[config.mk]
export PLATFORM = sky130hd
export DESIGN_NAME = crossfile_packer
export DESIGN_NICKNAME = d
export VERILOG_FILES = /design/src/rtl/crossfile_pkg.sv /design/src/rtl/crossfile_credit_ctr.sv /design/src/rtl/crossfile_packer.sv
export SDC_FILE = /design/constraint.sdc
export NUM_CORES = 1
export LEC_CHECK = 0
export BUFFER_PORTS_ARGS = -buffer_cell sky130_fd_sc_hd__buf_2
export CAP_MARGIN = 40
export CORE_MARGIN = 2
export CORE_UTILIZATION = 40
export CTS_BUF_LIST = sky130_fd_sc_hd__clkbuf_4 sky130_fd_sc_hd__clkbuf_8
export DETAILED_ROUTE_END_ITERATION = 7
export GPL_TIMING_DRIVEN = 0
export PLACE_DENSITY_LB_ADDON = 0.1
export SYNTH_ARGS = -nofsm -noshare
export SYNTH_HDL_FRONTEND = slang
export SYNTH_SLANG_ARGS = --single-unit
[constraint.sdc]
create_clock -name clk -period 2.35 [get_ports clk]
set_clock_uncertainty 0.15 [all_clocks]
set_input_delay 0.1175 -clock clk [delete_from_list [all_inputs] [get_ports clk]]
set_output_delay 0.1175 -clock clk [all_outputs]
set_load 0.01 [all_outputs]
[src/rtl/crossfile_pkg.sv]
// Shared types and constants for the crossfile packer slice: transaction layout,
// downstream buffer depth, packer FSM states and a beat-count helper.
package crossfile_pkg;

  localparam int FIFO_DEPTH    = 4;
  localparam int PACKER_BEAT_W = 8;

  // 28-bit transaction, deliberately not a whole number of bytes
  typedef struct packed {
    logic [7:0]  tag;
    logic [15:0] addr;
    logic [3:0]  op;
  } transaction_t;

  typedef enum logic [1:0] {
    IDLE,
    FILL,
    EMIT,
    DRAIN
  } packer_state_e;

  function automatic int calc_beats(int bits, int beat_w);
    return (bits + beat_w - 1) / beat_w;
  endfunction

endpackage

[src/rtl/crossfile_credit_ctr.sv]
// Saturating up/down credit counter; resets full (MAX) and treats a simultaneous
// increment and decrement as no change.
module crossfile_credit_ctr #(
  parameter int MAX = 4
) (
  input  logic                         clk,
  input  logic                         rst,
  input  logic                         inc,
  input  logic                         dec,
  output logic [$clog2(MAX+1)-1:0]     count
);

  localparam int CW = $clog2(MAX + 1);

  // NOTE: sequential state is written with non-blocking assignments only, so every
  // flop samples the pre-edge values regardless of block evaluation order.
  always_ff @(posedge clk) begin
    if (rst) begin
      count <= CW'(MAX);
    end else if (inc && !dec && count != CW'(MAX)) begin
      count <= count + 1'b1;
    end else if (dec && !inc && count != '0) begin
      count <= count - 1'b1;
    end
  end

endmodule

[src/rtl/crossfile_packer.sv]
// Packs BEAT_W-bit beats LSB-first into a transaction_t for crossfile_user trans_in,
// gated by downstream credits. Define CROSSFILE_PACKER_STATS_EN for pkt/err counters.
module crossfile_packer
  import crossfile_pkg::*;
#(
  parameter int DEPTH  = crossfile_pkg::FIFO_DEPTH,
  parameter int BEAT_W = PACKER_BEAT_W
) (
  input  logic                          clk,
  input  logic                          rst,
  input  logic                          in_valid,
  output logic                          in_ready,
  input  logic [BEAT_W-1:0]             in_data,
  input  logic                          in_last,
  output logic                          out_valid,
  output transaction_t                  out_trans,
  input  logic                          credit_ret,
  output logic [$clog2(DEPTH+1)-1:0]    credits,
  output logic                          err_len
`ifdef CROSSFILE_PACKER_STATS_EN
  ,
  output logic [15:0]                   pkt_count,
  output logic [7:0]                    err_count
`endif
);

  localparam int TRANS_W = $bits(transaction_t);
  localparam int NBEATS  = calc_beats(TRANS_W, BEAT_W);
  localparam int CNT_W   = $clog2(NBEATS + 1);

  packer_state_e      state_q, state_d;
  logic [CNT_W-1:0]   beat_cnt_q;
  logic [TRANS_W-1:0] asm_q;
  transaction_t       last_q;

  logic beat;
  logic filling;
  logic is_last_slot;
  logic emit;

  // Reset wins over any beat presented in the same cycle.
  assign beat         = in_valid && in_ready && !rst;
  assign filling      = (state_q == IDLE) || (state_q == FILL);
  assign is_last_slot = (beat_cnt_q == CNT_W'(NBEATS - 1));

  always_ff @(posedge clk) begin
    if (rst) begin
      state_q <= IDLE;
    end else begin
      state_q <= state_d;
    end
  end

  always_comb begin
    state_d = state_q;
    case (state_q)
      IDLE, FILL: begin
        if (beat) begin
          if (is_last_slot)  state_d = in_last ? EMIT : DRAIN;
          else if (in_last)  state_d = IDLE;
          else               state_d = FILL;
        end
      end
      EMIT:    if (credits != '0) state_d = IDLE;
      DRAIN:   if (beat && in_last) state_d = IDLE;
      default: state_d = IDLE;
    endcase
  end

  // NOTE: every output of this block gets a default before any branch, so no
  // path leaves a signal unassigned and no latch is inferred.
  always_comb begin
    in_ready  = 1'b0;
    emit      = 1'b0;
    err_len   = 1'b0;
    in_ready  = (state_q != EMIT);
    emit      = (state_q == EMIT) && (credits != '0) && !rst;
    err_len   = beat && filling && (is_last_slot ? !in_last : in_last);
  end

  assign out_valid = emit;
  // The pending transaction appears only on its strobe; otherwise the last one emitted.
  assign out_trans = emit ? transaction_t'(asm_q) : last_q;

  always_ff @(posedge clk) begin
    if (rst) begin
      beat_cnt_q <= '0;
      asm_q      <= '0;
      last_q     <= '0;
    end else begin
      if (state_d != FILL)  beat_cnt_q <= '0;
      else if (beat)        beat_cnt_q <= beat_cnt_q + 1'b1;

      if (err_len) begin
        asm_q <= '0;
      end else if (beat && filling) begin
        // Bits of the final beat that fall above TRANS_W have no home and are dropped.
        for (int i = 0; i < TRANS_W; i++) begin
          if (i / BEAT_W == int'(beat_cnt_q)) asm_q[i] <= in_data[i % BEAT_W];
        end
      end

      if (emit) last_q <= transaction_t'(asm_q);
    end
  end

  crossfile_credit_ctr #(
    .MAX (DEPTH)
  ) u_credit_ctr (
    .clk   (clk),
    .rst   (rst),
    .inc   (credit_ret),
    .dec   (emit),
    .count (credits)
  );

`ifdef CROSSFILE_PACKER_STATS_EN
  always_ff @(posedge clk) begin
    if (rst) begin
      pkt_count <= '0;
      err_count <= '0;
    end else begin
      if (out_valid) pkt_count <= pkt_count + 16'd1;
      if (err_len && err_count != 8'hFF) err_count <= err_count + 8'd1;
    end
  end
`endif

endmodule

# Word-level counts from Yosys, hierarchy flattened
# Cells that the tools add are included.
# op_classes
n_addsub	3
eq_ne	10
muxes	11
reduce_logical	27
# op_table
cell	n
28-bit 2-to-1 mux	1
1-bit logical AND	11
2-bit 2-to-1 mux	4
2-bit AND reduction	4
3-bit by 1-bit adder with 3-bit output, second input constant	2
3-bit equality test, first input constant	2
3-bit 2-to-1 mux	2
2-bit case mux with 3 select lines	1
2-bit OR reduction	3
2-bit equality test, second input constant	2
1-bit zero test	4
2-bit by 3-bit equality test with 1-bit output, first input constant	1
3-bit by 2-bit equality test with 1-bit output, second input constant	1
3-bit zero test	1
1-bit 2-to-1 mux	3
3-bit inequality test, second input constant	1
3-bit nonzero test	1
3-bit by 1-bit subtractor with 3-bit output, second input constant	1
2-bit by 1-bit equality test with 1-bit output, second input constant	1
2-bit zero test	1
2-bit by 1-bit inequality test with 1-bit output, second input constant	1
2-bit inequality test, second input constant	1
2-bit nonzero test	1
1-bit logical OR	1
# word_totals
regBits	64
inputBits	13

# Logic depth before layout (Yosys ltp)
# Gate-level depths: netlist of the first run.
# logic_depth
depth_word	8
depth_mapped	6

# Hierarchy
# A second synthesis of the first run with hierarchy kept.
# unflattened
cells_unflattened	349
area_unflattened_um2	2914.0
# modules_own_cells
module	instances	cells_per_inst	area_per_inst_um2	seq_area_each_um2
crossfile_packer	1	327	2718.9	1221.2
crossfile_credit_ctr	1	22	195.2	60.1

# Least setup slack after synthesis of the first run
# Ideal clock, no wire load.
# synth_timing
path_type	reg2reg
from	register u_credit_ctr.count[2]
to	register u_credit_ctr.count[1]
setup_ns	0.117
t_arrival_ns	1.773
t_required_ns	2.083
slack_ns	0.309
path_stages_with_launch	6
n_path_buf	0
synth_period_minus_slack_ns	2.041
path_cell_list	dfxtp_1 > or3b_2 > o311ai_1 > fa_1 > nor2b_1 > a32o_1
# synth_between
elab_chain_cells	7
elab_cells_between_ends	11
classes_between	1 x eq/ne; 1 x mux; 9 x reduce/logical
# synth_lines
element	line_no	rtl
from (decl)	crossfile_credit_ctr.sv:10	output logic [$clog2(MAX+1)-1:0] count
from (signal assigned)	crossfile_credit_ctr.sv:19	count <= CW'(MAX);
from (signal assigned)	crossfile_credit_ctr.sv:21	count <= count + 1'b1;
from (signal assigned)	crossfile_credit_ctr.sv:23	count <= count - 1'b1;
3-bit nonzero test	crossfile_credit_ctr.sv:22, crossfile_packer.sv:77	
1-bit logical AND (2 in a row)	crossfile_packer.sv:77	emit = (state_q == EMIT) && (credits != '0) && !rst;
1-bit zero test	crossfile_credit_ctr.sv:20	end else if (inc && !dec && count != CW'(MAX)) begin
1-bit logical AND (2 in a row)	crossfile_credit_ctr.sv:20	
3-bit 2-to-1 mux or 2-bit nonzero test (tied branches)	n/a	
# Parallel ways exist; a longest one is shown, timed or not.
# A chain may end at the register's enable or synchronous reset.

==> metrics, run 1 <==
status=finished, final reports clean; worst hold path type=in2reg; Max FO, Critical Path=10; Synth Warn #=0; Hold Fails Final Rpt=0; switch share=20.8%; Clock Power Share=46.9%; PortBufs=46; Post-synth EDFFs=0; syn nets=282; IO Count=47; register area share after synthesis=47.1%; Hold Path End=beat_cnt_q[0]; fin nets=347; ys async rst share=0%; clock sink count=64; Relative slew margins=47.6%; Tot GR Track Use=16.4%; drt initial violations=57; P per Cell Area=671 nW/um2; post-synthesis mux area share=19.3%; CP Class=reg2out; CTS tree=yes; critical path launch point type=flop; Worst Hold Launch=in_last; post-synth top area share=47.1%; R2R Path Start=u_credit_ctr.count[2]; VDD IR max=0.469 mV; largest net degree at the start of global routing=11; fillcell total=665; DRC viols=0; via count=1995; first-pass GRT wire length=9.37 mm; adder-cell share of the synthesized area=3.03%; worst slew pin tran=0.784 ns; Synth Area in Compound Gates=6.34%; root buf cell=clkbuf_8; Wirelength per Cell=13.5 um; # setup viols final=0; P_int=0.00179 W; synthesized area per cell=10.4 um2; area leader, netlist=dfxtp_1; clk buf depth=2; MaxCap Viol Count=0; reg2reg path depth=5; Worst-path clk slew=0.06 ns; post-synthesis cell type count=34; count leader, synth=dfxtp_1; row count=30; die area=7480 um2; Synth Instances=263; chip height=86.5 um; Final HPWL DP=3.99 mm; Min Hold Slack=0.0494 ns; share of layout cells above drive strength 1=31.9%; XOR/XNOR share of the synthesized area=0.965%; Comb power frac=4.5%; grt total ovfl=0; total power draw=0.00226 W; initial cell density of the core=40.7%; Area Growth Syn to Fin=23.8%; final antenna-violating net count=0; RSZ-0062 raised after global routing=false; Max Fclk=0.444 GHz; DRT Pass-1 Iters=4; max-slew violations=0; #FFs+latches synth=64; Flop pwr share=48.6%; minimum clock period=2.25 ns; latest clock arrival within the worst-skew pair=0.34 ns; Setup crit end kind=primary output; Synth Cell Area=2720 um2; antenna diode count=0; Worst Path Arrival=1.98 ns; Placement Setup Slack=-0.0845 ns; Routed WL=5.55 mm; worst r2r dst=u_credit_ctr.count[1]; H-tree Lvls=3; largest family of logic cells by synthesized area=multiplexers; post-layout worst setup margin=0.0991 ns; fin crit share=95.8%; Synth Flop Type=dfxtp_1; gpl congestion=0.762; Worst Path Required=2.08 ns; die width=86.5 um; vias in the first global route=1900; vias per cell=4.84; list of most frequent post-synthesis cells=dfxtp_1 (64), and2_1 (28), mux2_4 (26); leakage power=1.57 nW; reg2reg setup slack=0.26 ns; TritonCTS buffer count=9; Core ar.=6680 um2; largest cells by area after synthesis=dfxtp_1 (47%), mux2_4 (14%), and2_1 (6.4%), a21oi_1 (4.0%), mux2i_1 (3.7%); Simple-Gate Fraction of Synth Area=19.3%; Worst Hold Depth=3; initial antenna violation count=0; Switch Pwr=0.000470 W
flip-flops by register name, summed over array words and instances, names as in the netlist:
name,cells
asm_q,28
last_q,28
beat_cnt_q,3
u_credit_ctr.count,3
state_q,2
worst max-delay path, stage by stage (launching register included):
cell	delay (ns)
dfxtp_1	0.46
nand2b_2	0.10
or3_1	0.33
buf_6	0.15
buf_6	0.16
mux2_4	0.31
buf_2	0.14
layout make-up:
cell class / count / area [um2] / share of cell area, %
plain buffers: 13 / 83.8 / 2.49
multi-input cells: 178 / 1340 / 39.7
clock buffers: 12 / 159 / 4.72
clock inverters: 3 / 65.1 / 1.93
repair buffers: 54 / 310 / 9.21
well taps: 80 / 100 / 2.97
inverters: 8 / 30.0 / 0.891
flip-flops and latches: 64 / 1280 / 38.1
logic make-up (layout without fill, tap and decap cells):
| logic type | count (synthesis) | after routing |
|---|---|---|
| mux | 39 | 39 |
| compound gates | 30 | 30 |
| flops | 64 | 64 |
| fa+ha+maj | 6 | 6 |
| buf+inv | 21 | 90 |
| simple gates | 100 | 100 |
| xor+xnor | 3 | 3 |
what timing repair did:
action | 4_1_cts | 5_1_grt
endpoints found under the hold margin | 28 | 0
setup buffers | 0 | 0
hold buffers | 8 | 0
endpoints found under the setup margin | 10 | 39
gates resized for setup | 1 | 6
worst max-delay path by stage:
stage	endpoint	cells after the start	start	slack, ns
floorplan	u_credit_ctr.count[1]	5	u_credit_ctr.count[2]	0.31
global placement	asm_q[9]	6	beat_cnt_q[0]	-0.08
detailed placement	asm_q[9]	6	beat_cnt_q[0]	-0.08
CTS	out_trans[26]	6	u_credit_ctr.count[0]	0.03
global route	out_trans[3]	6	u_credit_ctr.count[1]	0.02
finish	out_trans[26]	6	state_q[1]	0.1
metrics by stage:
step | instance area [um2] | cells | utilization, % | setup TNS, ns
global route | 3370 | 412 | 50.4 | 0
CTS | 3360 | 412 | 50.3 | 0
global placement | 3050 | 389 | 45.7 | -0.756
floorplan | 2720 | 263 | - | 0
finish | 3370 | 412 | 50.4 | 0
detailed placement | 3050 | 389 | 45.7 | -0.705
power groups by stage:
stage / sequential [W] / clock, W / combinational [W]
floorplan: 0.00112 / 0 / 0.0000534
global placement: 0.00112 / 0 / 0.0000925
global route: 0.00110 / 0.00115 / 0.000115
CTS: 0.00110 / 0.00110 / 0.000103
finish: 0.00110 / 0.00106 / 0.000102
detailed placement: 0.00112 / 0 / 0.0000920
layout by cell type (no fill, tap or decap), drive strengths merged, types with 2 or more instances in the layout:
cell          n
mux2i        10
mux2         29
dfxtp        64
nand2b        3
buf          52
nor2         11
clkbuf       19
nand2        25
ha            5
o21ai         2
dlygate4sd3   8
xnor2         2
bufinv        2
inv           8
nor3          4
nor2b         3
a21oi        22
and2         28
nand3        21
per-layer routing:
layer | part of all wire, % | vias up | track usage (%)
met5 | 0 | - | 0
met4 | 1.9 | 0 | 7.67
met3 | 3.0 | 11 | 3.90
met2 | 47 | 27 | 25.7
met1 | 48 | 926 | 21.3
li1 | - | 1031 | -
No activity file was read; power rests on OpenSTA's default activity.
==> run 2, diff against run 1 <==
--- a/config.mk
+++ b/config.mk
@@ -12,6 +12,7 @@
 export CTS_BUF_LIST = sky130_fd_sc_hd__clkbuf_4 sky130_fd_sc_hd__clkbuf_8
 export DETAILED_ROUTE_END_ITERATION = 7
 export GPL_TIMING_DRIVEN = 0
+export MAX_ROUTING_LAYER = met4
 export PLACE_DENSITY_LB_ADDON = 0.1
 export SYNTH_ARGS = -nofsm -noshare
 export SYNTH_HDL_FRONTEND = slang
==> run 2 against run 1 <==
  * Sequential share of layout area stayed put
  * Critical path depth stayed put
  * Setup slack worse by 0.0058 ns
  * Die area stayed put
  * Total power hardly changed
  * Combinational power hardly changed
  * Via count is 0.50% higher
  * Fmax is 0.26% lower
  * Flip-flop and latch count stayed put
  * Largest power group unchanged
==> metrics, run 2 (synthesis gave the netlist of run 1 again) <==
status=finished, final reports clean; latest clock arrival within the worst-skew pair=0.34 ns; Seq. cell area=1280 um2; final antenna-violating net count=0; TritonCTS buffer count=9; Hold Path End=beat_cnt_q[0]; Final HPWL DP=3.99 mm; vias per cell=4.87; via count=2005; DRC viols=0; Area after DPL=3050 um2; Worst-path clk slew=0.07 ns; fin nets=347; met1 GRT Util=21.3%; total power draw=0.00226 W; RSZ-0062 raised after global routing=false; max-slew violations=0; Worst Path Arrival=1.99 ns; reg2reg setup slack=0.26 ns; Core ar.=6680 um2; CP Class=reg2out; share of layout cells above drive strength 1=31.9%; biggest regs=asm_q (28), last_q (28); Hold Fails Final Rpt=0; Worst Path Required=2.08 ns; met3 Usage GRT=3.81%; antenna diode count=0; first-pass GRT wire length=9.34 mm; chip height=86.5 um; Tot GR Track Use=16.8%; H-tree Lvls=3; die width=86.5 um; CP dominant cell by count=buf_6; IO Count=47; fillcell total=665; crit path cell chain=nand2b_2 -> or3_1 -> buf_6 -> buf_6 -> mux2_4 -> buf_2; MaxCap Viol Count=0; clock sink count=64; GRT busiest layer=met2; clk buf depth=2; critical path launch point type=flop; die area=7480 um2; VDD IR max=0.472 mV; Worst Hold Depth=3; vias in the first global route=1900; Multi-input gate area=1340 um2; largest net degree at the start of global routing=11; worst slew pin tran=0.788 ns; worst hold path type=in2reg; row count=30; Bufs and invs on worst path=3; fin crit share=96.0%; root buf cell=clkbuf_8; minimum clock period=2.26 ns; Routed WL=5.54 mm; Area Growth Syn to Fin=23.8%; worst r2r dst=u_credit_ctr.count[1]; Placement Setup Slack=-0.0845 ns; P per Cell Area=672 nW/um2; Max FO, Critical Path=10; Critical-path top delay cell=dfxtp_1; PortBufs=46; # setup viols final=0; Wirelength per Cell=13.4 um; Setup crit end kind=primary output; final core occ=50.4%; Relative slew margins=47.3%; initial cell density of the core=40.7%; DRT Pass-1 Iters=4; CP delay by family, top=flip-flops; reg2reg path depth=5; GR Util met2=25.6%; most common cell after layout, fill and taps aside=dfxtp_1; drt initial violations=44; CTS tree=yes; initial antenna violation count=0; gpl congestion=0.772; leakage power=1.57 nW; Post-Layout Cell Count=412; most frequent cells in the layout=dfxtp_1 (63), buf_2 (48), and2_1 (28), mux2_4 (26), nand2_1 (25); post-layout worst setup margin=0.0933 ns; Cells after DPL=389; Crit path largest cell delay=0.46 ns; fin area=3370 um2; R2R Path Start=u_credit_ctr.count[2]; grt total ovfl=0; Worst Hold Launch=in_last; Max Fclk=0.443 GHz
## run 2: timing repair
action / 4_1_cts / 5_1_grt
hold buffers: 8 / 0
cloned: 0 / 0
buffers inserted: 0 / 0
endpoints found under the hold margin: 28 / 0
gates resized for setup: 1 / 6
endpoints found under the setup margin: 10 / 38
pin swaps: 0 / 0
## run 2: worst max-delay path by stage
stage | depth (start not counted) | startpoint | endpoint | slack (ns)
after floorplan | 5 | u_credit_ctr.count[2] | u_credit_ctr.count[1] | 0.31
after detailed placement | 6 | beat_cnt_q[0] | asm_q[9] | -0.08
after global routing | 6 | u_credit_ctr.count[1] | out_trans[3] | 0.02
final | 6 | state_q[1] | out_trans[26] | 0.09
after global placement | 6 | beat_cnt_q[0] | asm_q[9] | -0.08
after CTS | 6 | u_credit_ctr.count[0] | out_trans[26] | 0.03
## run 2: metrics by stage
| stage | hold WS (ns) | TNS [ns] |
|---|---|---|
| global route | 0.0593 | 0 |
| CTS | 0.0366 | 0 |
| finish | 0.0481 | 0 |
| floorplan | 0.111 | 0 |
| global placement | 0.257 | -0.756 |
| detailed placement | 0.264 | -0.705 |
## run 2: area by class of cell
class / instances / share of cell area [%]
flip-flops and latches: 64 / 38.1
clock inverters: 3 / 1.93
multi-input cells: 178 / 39.7
inverters: 8 / 0.891
plain buffers: 13 / 2.49
clock buffers: 12 / 4.72
well taps: 80 / 2.97
repair buffers: 54 / 9.21
## run 2: metal layers
metal,wire length [um],share of wire (%)
met5,0,0
met3,163,2.9
met4,96,1.7
met1,2660,48
met2,2620,47
## run 2: report_power, final
group / switching (W) / leakage, nW / total [W] / internal (W)
Combinational: 0.0000621 / 0.942 / 0.000102 / 0.0000396
Sequential: 0.00000590 / 0.517 / 0.00110 / 0.00109
Clock: 0.000403 / 0.116 / 0.00106 / 0.000660
## run 2: worst register-to-register path, stage by stage (launching register included)
cell and delay, ns:
dfxtp_1 0.40, or3b_2 0.45, o311ai_1 0.15, fa_1 0.49, nor2b_1 0.14, a32o_1 0.21
==> run 3, diff against run 2 <==
--- a/config.mk
+++ b/config.mk
@@ -11,9 +11,9 @@
 export CORE_UTILIZATION = 40
 export CTS_BUF_LIST = sky130_fd_sc_hd__clkbuf_4 sky130_fd_sc_hd__clkbuf_8
 export DETAILED_ROUTE_END_ITERATION = 7
-export GPL_TIMING_DRIVEN = 0
 export MAX_ROUTING_LAYER = met4
 export PLACE_DENSITY_LB_ADDON = 0.1
+export REMOVE_ABC_BUFFERS = 1
 export SYNTH_ARGS = -nofsm -noshare
 export SYNTH_HDL_FRONTEND = slang
 export SYNTH_SLANG_ARGS = --single-unit
==> run 3 against run 2 <==
  * Global-route usage shrank 0.77 points
  * Non-clock buffer count shrank 6
  * Total power shrank 3.7%
  * Critical path type unchanged
  * Sequential power is essentially flat
  * Clock power shrank 8%
  * Clock-buffer cell count grew 1
==> metrics, run 3 (synthesis gave the netlist of run 1 again) <==
status=finished, final reports clean; Wirelength per Cell=13.4 um; Area Growth Syn to Fin=22.6%; drt initial violations=40; worst slew pin tran=0.457 ns; IO Count=47; vias in the first global route=1758; Max FO, Critical Path=19; postcts setup bufs=0; grt total ovfl=0; die area=7480 um2; Crit path largest cell delay=0.47 ns; via count=1965; leakage power=1.56 nW; total power draw=0.00218 W; critical path launch point type=flop; CTS tree=yes; final antenna-violating net count=0; clk buf depth=2; fin nets=341; Worst Path Required=2.08 ns; setup_tns=0 ns; root buf cell=clkbuf_8; most frequent cells in the layout=dfxtp_1 (61), buf_2 (46), and2_1 (28), mux2_4 (26), nand2_1 (25); Setup crit end kind=primary output; VDD IR max=0.320 mV; die width=86.5 um; biggest regs=asm_q (28), last_q (28); share of layout cells above drive strength 1=33.0%; DRC viols=0; gpl congestion=0.789; max-slew violations=0; latest clock arrival within the worst-skew pair=0.34 ns; worst hold path type=in2reg; fillcell total=644; MaxCap Viol Count=0; Critical-path top delay cell=or3_2; Max Fclk=0.442 GHz; Worst-path clk slew=0.07 ns; H-tree Lvls=3; Routed WL=5.44 mm; row count=30; Hold Fails Final Rpt=0; TritonCTS buffer count=9; crit path cell chain=nand2b_2 -> or3_2 -> buf_8 -> mux2_4 -> buf_2; antenna diode count=0; fin crit share=96.2%; vias per cell=4.83; minimum clock period=2.26 ns; PortBufs=46; final core occ=50.0%; P per Cell Area=653 nW/um2; first-pass GRT wire length=8.86 mm; RSZ-0062 raised after global routing=false; Worst Path Arrival=1.99 ns; Core ar.=6680 um2; most common cell after layout, fill and taps aside=dfxtp_1; Final HPWL DP=3.73 mm; Relative slew margins=69.1%; chip height=86.5 um; clock sink count=64; Tot GR Track Use=16.0%; Area after DPL=3020 um2; # setup viols final=0; largest net degree at the start of global routing=29; initial cell density of the core=40.7%; fin area=3340 um2; initial antenna violation count=0; CP Class=reg2out; DRT Pass-1 Iters=4
[run 3: cell types whose count changed in the layout (fill, tap and decap cells not counted), sizes merged]
cell         previous run  this run
dlygate4sd3             8         9
bufinv                  2         1
clkbuf                 19        13
clkinv                  1         2
[run 3: area by class of cell]
class                   instances  area, um2  share of cell area, %
multi-input cells             178       1340                   40.1
inverters                       8       30.0                  0.900
clock buffers                  13        166                   4.99
repair buffers                 61        377                   11.3
clock inverters                 3       40.0                   1.20
well taps                      80        100                   3.00
flip-flops and latches         64       1280                   38.5
[run 3: final timing paths]
| check | end | slack, ns | start | depth (start not counted) |
|---|---|---|---|---|
| hold / removal | u_credit_ctr.count[2] | 0.02 | rst | 3 |
| hold reg to reg | asm_q[25] | 0.31 | asm_q[25] | 2 |
| setup reg to reg | u_credit_ctr.count[1] | 0.25 | u_credit_ctr.count[2] | 5 |
| setup / recovery | out_trans[22] | 0.09 | state_q[0] | 5 |
[run 3: where the power goes]
group | internal [W] | switching, W
sequential | 0.00109 | 0.00000634
clock | 0.000568 | 0.000409
combinational | 0.0000418 | 0.0000620
[run 3: layer usage]
metal / GRT usage [%] / routed length, um / part of all wire (%)
met4: 8.95 / 113 / 2.1
met5: - / 0 / 0
met2: 22.5 / 2480 / 46
met1: 21.1 / 2650 / 49
met3: 3.90 / 195 / 3.6
[run 3: worst max-delay path, delay by kind of cell (launching register included)]
| family | cells | cell delay, ns |
|---|---|---|
| flops | 1 | 0.34 |
| buf+inv | 2 | 0.34 |
| simple gates | 2 | 0.66 |
| mux | 1 | 0.31 |
[run 3: what timing repair did]
action	4_1_cts	5_1_grt
hold buffers	9	0
endpoints found under the setup margin	28	25
endpoints found under the hold margin	29	0
resized for setup	3	4
[run 3: per-stage QoR]
step | setup slack [ns] | std cells | hold slack (ns)
final | 0.0881 | 407 | 0.0213
after global placement | 0.250 | 382 | 0.256
after floorplan | -0.289 | 250 | 0.0366
after CTS | 0.0144 | 407 | 0.00597
after global routing | 0.00354 | 407 | 0.0451
after detailed placement | 0.193 | 382 | 0.264
